**src/rtl/vx_afu_wr_gate.sv**
```systemverilog
// Per-bank AXI4 write handshake gate: throttles AW/W, tracks outstanding bursts, drains on request, flags B errors.
// Optional watchdog timeout enabled by defining VX_AFU_WR_GATE_TIMEOUT_EN.
module vx_afu_wr_gate #(
  parameter  int MAX_PENDING    = 64,
  parameter  int ID_WIDTH       = 8,
  parameter  int TIMEOUT_CYCLES = 4096,
  localparam int CW             = $clog2(MAX_PENDING + 1)
) (
  input  logic                ap_clk,
  input  logic                ap_rst_n,
  input  logic                s_axi_awvalid,
  output logic                s_axi_awready,
  output logic                m_axi_awvalid,
  input  logic                m_axi_awready,
  input  logic                s_axi_wvalid,
  output logic                s_axi_wready,
  output logic                m_axi_wvalid,
  input  logic                m_axi_wready,
  input  logic                axi_wlast,
  input  logic                m_axi_bvalid,
  output logic                m_axi_bready,
  output logic                s_axi_bvalid,
  input  logic                s_axi_bready,
  input  logic [ID_WIDTH-1:0] axi_bid,
  input  logic [1:0]          axi_bresp,
  input  logic                drain_req,
  output logic                drain_done,
  output logic [CW-1:0]       pending_cnt,
  output logic [CW-1:0]       open_bursts,
  output logic                err_valid,
  output logic [ID_WIDTH-1:0] err_id,
  output logic [1:0]          err_code,
  input  logic                err_clear
);

  typedef enum logic [1:0] {RUN, DRAIN, DONE} state_e;

  state_e              state_q, state_d;
  logic [CW-1:0]       pending_q, pending_d;
  logic [CW-1:0]       open_q, open_d;
  logic                err_valid_q, err_valid_d;
  logic [ID_WIDTH-1:0] err_id_q, err_id_d;
  logic [1:0]          err_code_q, err_code_d;

  logic aw_en, w_en;
  logic awfire, wfire, bfire;
  logic timeout_hit;

  // Gated handshakes are forced low while reset is asserted so no transfer can complete.
  assign aw_en = ap_rst_n && (state_q == RUN) && (pending_q != CW'(MAX_PENDING));
  assign w_en  = ap_rst_n && (open_q != '0);

  assign m_axi_awvalid = s_axi_awvalid & aw_en;
  assign s_axi_awready = m_axi_awready & aw_en;
  assign m_axi_wvalid  = s_axi_wvalid & w_en;
  assign s_axi_wready  = m_axi_wready & w_en;
  assign s_axi_bvalid  = m_axi_bvalid & ap_rst_n;
  assign m_axi_bready  = s_axi_bready & ap_rst_n;

  assign awfire = s_axi_awvalid & s_axi_awready;
  assign wfire  = s_axi_wvalid & s_axi_wready;
  assign bfire  = s_axi_bvalid & m_axi_bready;

  assign pending_cnt = pending_q;
  assign open_bursts = open_q;
  assign drain_done  = (state_q == DONE) && drain_req;
  assign err_valid   = err_valid_q;
  assign err_id      = err_id_q;
  assign err_code    = err_code_q;

`ifdef VX_AFU_WR_GATE_TIMEOUT_EN
  localparam int TW = $clog2(TIMEOUT_CYCLES + 1);

  logic [TW-1:0] wd_q, wd_d;

  // Watchdog saturates at the limit; the error fires only on the cycle it gets there.
  always_comb begin
    wd_d        = wd_q;
    timeout_hit = 1'b0;
    if (bfire || (pending_q == '0)) begin
      wd_d = '0;
    end else if (wd_q != TW'(TIMEOUT_CYCLES)) begin
      wd_d        = wd_q + TW'(1);
      timeout_hit = (wd_d == TW'(TIMEOUT_CYCLES));
    end
  end

  always_ff @(posedge ap_clk or negedge ap_rst_n) begin
    if (!ap_rst_n) wd_q <= '0;
    else           wd_q <= wd_d;
  end
`else
  assign timeout_hit = 1'b0;
`endif

  always_comb begin
    pending_d = pending_q;
    open_d    = open_q;
    if (awfire && !(bfire && (pending_q != '0))) pending_d = pending_q + CW'(1);
    else if (!awfire && bfire && (pending_q != '0)) pending_d = pending_q - CW'(1);
    if (awfire && !(wfire && axi_wlast)) open_d = open_q + CW'(1);
    else if (!awfire && wfire && axi_wlast) open_d = open_q - CW'(1);
  end

  always_comb begin
    state_d = state_q;
    case (state_q)
      RUN:     if (drain_req) state_d = DRAIN;
      DRAIN: begin
        if (!drain_req) state_d = RUN;
        else if ((pending_q == '0) && (open_q == '0)) state_d = DONE;
      end
      DONE:    if (!drain_req) state_d = RUN;
      default: state_d = RUN;
    endcase
  end

  // First error wins; a clear coinciding with a new error lets the new one in.
  always_comb begin
    logic                new_err;
    logic [1:0]          new_code;
    logic [ID_WIDTH-1:0] new_id;
    new_err     = 1'b0;
    new_code    = 2'd0;
    new_id      = axi_bid;
    err_valid_d = err_valid_q;
    err_id_d    = err_id_q;
    err_code_d  = err_code_q;
    if (bfire && axi_bresp[1]) begin
      new_err  = 1'b1;
      new_code = {1'b0, axi_bresp[0]};
    end else if (bfire && (pending_q == '0)) begin
      new_err  = 1'b1;
      new_code = 2'd2;
    end else if (timeout_hit) begin
      new_err  = 1'b1;
      new_code = 2'd3;
      new_id   = '0;
    end
    if (err_clear) err_valid_d = 1'b0;
    if (new_err && (!err_valid_q || err_clear)) begin
      err_valid_d = 1'b1;
      err_id_d    = new_id;
      err_code_d  = new_code;
    end
  end

  always_ff @(posedge ap_clk or negedge ap_rst_n) begin
    if (!ap_rst_n) begin
      state_q     <= RUN;
      pending_q   <= '0;
      open_q      <= '0;
      err_valid_q <= 1'b0;
      err_id_q    <= '0;
      err_code_q  <= 2'd0;
    end else begin
      state_q     <= state_d;
      pending_q   <= pending_d;
      open_q      <= open_d;
      err_valid_q <= err_valid_d;
      err_id_q    <= err_id_d;
      err_code_q  <= err_code_d;
    end
  end

endmodule

```
**config.mk**
```make
export PLATFORM = sky130hd
export DESIGN_NAME = vx_afu_wr_gate
export DESIGN_NICKNAME = d
export VERILOG_FILES = /design/src/rtl/vx_afu_wr_gate.sv
export SDC_FILE = /design/constraint.sdc
export NUM_CORES = 1
export LEC_CHECK = 0
export BUFFER_PORTS_ARGS = -buffer_cell sky130_fd_sc_hd__buf_2
export CORE_MARGIN = 2
export CORE_UTILIZATION = 53
export CTS_BUF_LIST = sky130_fd_sc_hd__clkbuf_8
export CTS_CLUSTER_DIAMETER = 150
export DETAILED_ROUTE_END_ITERATION = 6
export PLACE_DENSITY = 0.89
export SLEW_MARGIN = 10
export SYNTH_ARGS = -nofsm -noshare
export SYNTH_HDL_FRONTEND = slang
export SYNTH_SLANG_ARGS = --single-unit
```
**constraint.sdc**
```tcl
create_clock -name ap_clk -period 3.76 [get_ports ap_clk]
set_input_delay 0.188 -clock ap_clk [delete_from_list [all_inputs] [get_ports ap_clk]]
set_output_delay 0.188 -clock ap_clk [all_outputs]
set_load 0.01 [all_outputs]
```
==> impl_metrics.csv <==
group,metric,value,unit
status,status,"finished clean",
critical_path,r2r-end,"pending_cnt[6]",
sta,fin_ws,0.563,ns
clock_network,cts_buffers,3,
sta,final.min_clock_period,3.20,ns
critical_path,path_class,"in -> reg",
synthesis,synth_cell_type_count,42,
placed_design,gp_congestion,0.916,
clock_network,post-cts-setup-buffer-count,0,
cells_and_area,multiInputGateArea,971,um^2
routing,via_per_inst,5.51,
sta,holdWs,0.103,ns
clock_network,clk_pin_slew,0.10,ns
sta,tightest_slew,0.845,ns
min_path,min_path_type,"in -> reg",
placed_design,post_dp_cell_area,0.00200,mm^2
synthesis,yosys.area.top_type_share,40.1,%
critical_path,cp.depth,11,
cells_and_area,nets,244,
critical_path,slowest_stage,"dlygate4sd3_1",
synthesis,ys_ff_latch,27,
critical_path,start_kind,"primary input",
synthesis,synth_top_cells_by_area,"dfrtp_1 (40%), ha_1 (8.2%), mux2_1 (6.0%), mux2_2 (6.0%), xnor2_1 (3.6%)",
placed_design,hpwl,2.83,mm
pwr,power_density,710,mW/mm^2
synthesis,syn_area,0.00168,mm^2
synthesis,synth.net_count,187,
synthesis,synth_cells,153,
critical_path,ff2ff_path_depth,9,
clock_network,root_buffer,"clkbuf_8",
floorplanning,initial_core_util,55.6,%
sta,drv_slew,0,
grt,grt_max_degree,19,
critical_path,r2r_start,"pending_cnt[0]",
job,cap_violations,0,
sta,fmax,0.313,GHz
routing,vias,1395,
clock_network,cts.sinks,27,
placed_design,place_ws,0.652,ns
critical_path,ff2ff_setup_slack,0.64,ns
critical_path,slowest_delay,0.52,ns
cells_and_area,ff_latch_area,676,um^2
floorplanning,dieArea,0.00364,mm^2
pwr,power_leakage,0.000970,uW
sta,skew,0.00876,ns
critical_path,cp-end-kind,"flop",
routing,drt_pass1_iterations,4,
floorplanning,rows,20,
synthesis,ys_seq_area_share,40.1,%
cells_and_area,postLayoutCellArea,0.00206,mm^2
critical_path,worstPathArrival,3.39,ns
routing,wl_per_cell,13.9,um
sta,min_period_over_period,85.0,%
clock_network,clk_path_buf_depth,2,
placed_design,portBuffers,52,
routing,drc_errors,0,
floorplanning,die_x,60.4,um
routing,drt_iter0_drc,71,
cells_and_area,areaGrowthSynthToFinish,22.1,%
sta,fin_setup_tns,0,ns
min_path,hold_path_depth,2,
sta,rsz0062_at_grt,"false",
critical_path,crit_end,"pending_cnt[6]",
synthesis,avgSynthCellArea,11.0,um^2
critical_path,worst_path_dominant_cell_family,"compound AO/OA/AOI/OAI gates",
floorplanning,ioPinCount,53,
critical_path,path_cells,"dlygate4sd3_1 -> buf_2 -> and2_1 -> nand2_1 -> o211ai_1 -> ha_1 -> a211oi_1 -> o21bai_1 -> a21oi_1 -> mux2i_1 -> a221oi_1",
grt,grt_pass1_vias,1405,
clock_network,cts_tree,"built",
grt,antenna_found_initial,0,
clock_network,clk_latency,0.28,ns
critical_path,worstPathMaxFanout,18,
critical_path,startpoint,"ap_rst_n",
routing,routed_wl,3.51,mm
cells_and_area,fill_cells,247,
sta,finalHoldViolCount,0,
critical_path,critPathRequiredTime,3.95,ns
grt,track_usage,22.0,%
clock_network,htreeDepth,1,
routing,ant_nets,0,
synthesis,ys_warn_count,0,
critical_path,worst-path-buf-inv,2,
grt,grt_pass1_wl,6.04,mm
floorplanning,core_area,0.00303,mm^2
cells_and_area,diodes,0,
pwr,vdd_ir_drop_max,0.381,mV
sta,finalSetupViolCount,0,
grt,grt-ovfl-total,0,
floorplanning,die_h,60.4,um
sta,slew_headroom,43.4,%
synthesis,synth_area_leader_cell,"dfrtp_1",
cells_and_area,drive_gt1_share,35.4,%
==> per-layer routing <==
metal  GRT usage, %  vias to the layer above  wire length (um)
met1           27.5                      671              1630
met2           38.8                       49              1670
met5              0                        -                 0
met3           4.26                        5               181
met4           6.03                        0                34
li1               -                      670                 -
==> placed cells by master, fill, tap and decap left out, types with 2 or more instances in the layout <==
master / instances
dfrtp_1: 27
fa_1: 2
and3_1: 3
clkbuf_8: 3
and4_2: 2
buf_2: 52
a211oi_1: 2
inv_1: 5
nor2_1: 7
nand4_1: 2
nand2_1: 8
o21ai_0: 3
ha_1: 11
o211ai_1: 4
nor2b_1: 4
xor2_1: 4
a21o_1: 2
mux2_1: 9
xnor2_1: 7
mux2_2: 9
nand3_1: 3
a211o_1: 2
mux2i_1: 2
and2_1: 3
a31oi_1: 2
a21oi_1: 10
buf_4: 2
o21bai_1: 2
==> Yosys cell counts (all sizes together) <==
cell type and count:
dfrtp 27, mux2 18, a21oi 11, ha 11, nand2 9, nor2 7
xnor2 7, inv 5, o211ai 5, and2 4, nand3 4, nor2b 4
o21ai 4, xor2 4, and3 3, and4 3, buf 3, a211o 2
a211oi 2, a21o 2, a31oi 2, fa 2, mux2i 2, nand4 2
nor4 2, o21bai 2, a221oi 1, a311oi 1, and3b 1, nor3 1
nor3b 1, o2bb2ai 1
==> worst min path at each step <==
stage                            start              to  slack [ns]
after detailed placement      ap_rst_n  pending_cnt[1]        0.13
after CTS                 axi_bresp[1]     err_code[1]         0.1
final                     axi_bresp[1]     err_code[1]        0.10
after floorplan               ap_rst_n     err_code[0]       -0.11
after global routing      axi_bresp[1]     err_code[1]        0.10
after global placement        ap_rst_n     err_code[1]        0.12
==> cells by family (layout without fill, tap and decap cells) <==
family / Yosys count / after routing / share of synthesized area [%]
compound gates: 33 / 33 / 13.2
simple gates: 41 / 41 / 14.9
mux: 20 / 20 / 13.2
buf+inv: 8 / 64 / 2.23
fa+ha+maj: 13 / 13 / 10.5
flops: 27 / 27 / 40.1
xor+xnor: 11 / 11 / 5.72
==> sequential cells by signal (all words and copies together) (netlist names) <==
register,cells
open_bursts,7
pending_cnt,7
state_q,2
err_id,8
err_code,2
err_valid,1
==> worst register-to-register path, stage by stage (launching register included) <==
cell	delay, ns
dfrtp_1	0.48
nor4_4	0.36
and3b_1	0.34
o211ai_1	0.26
fa_1	0.51
a211oi_1	0.23
o21bai_1	0.10
a21oi_1	0.32
mux2i_1	0.13
a221oi_1	0.29
==> power by group <==
part | internal (uW) | total, uW | switching (uW) | leakage (uW)
registers | 399 | 528 | 129 | 0.000326
clock network | 78.0 | 176 | 98.1 | 0.0000261
logic | 384 | 755 | 371 | 0.000618
==> stage by stage <==
step	utilization, %	power (uW)	instances
floorplan	-	1060	153
global placement	65.9	1270	248
detailed placement	65.9	1290	248
CTS	67.9	1470	253
global route	67.9	1600	253
finish	67.9	1460	253
==> area by class of cell <==
cell class              instances  area share (%)
well taps                      44            2.68
flip-flops and latches         27            32.9
clock buffers                   3            2.01
repair buffers                 55            13.9
inverters                       5           0.913
multi-input cells             118            47.2
clock inverters                 1           0.426
==> repair_timing <==
item                                   in CTS  in global routing
resized for setup                           0                  0
setup endpoints to repair                   0                  0
endpoints found under the hold margin      10                  0
hold buffers                                1                  0
No activity file was read; power rests on OpenSTA's default activity.
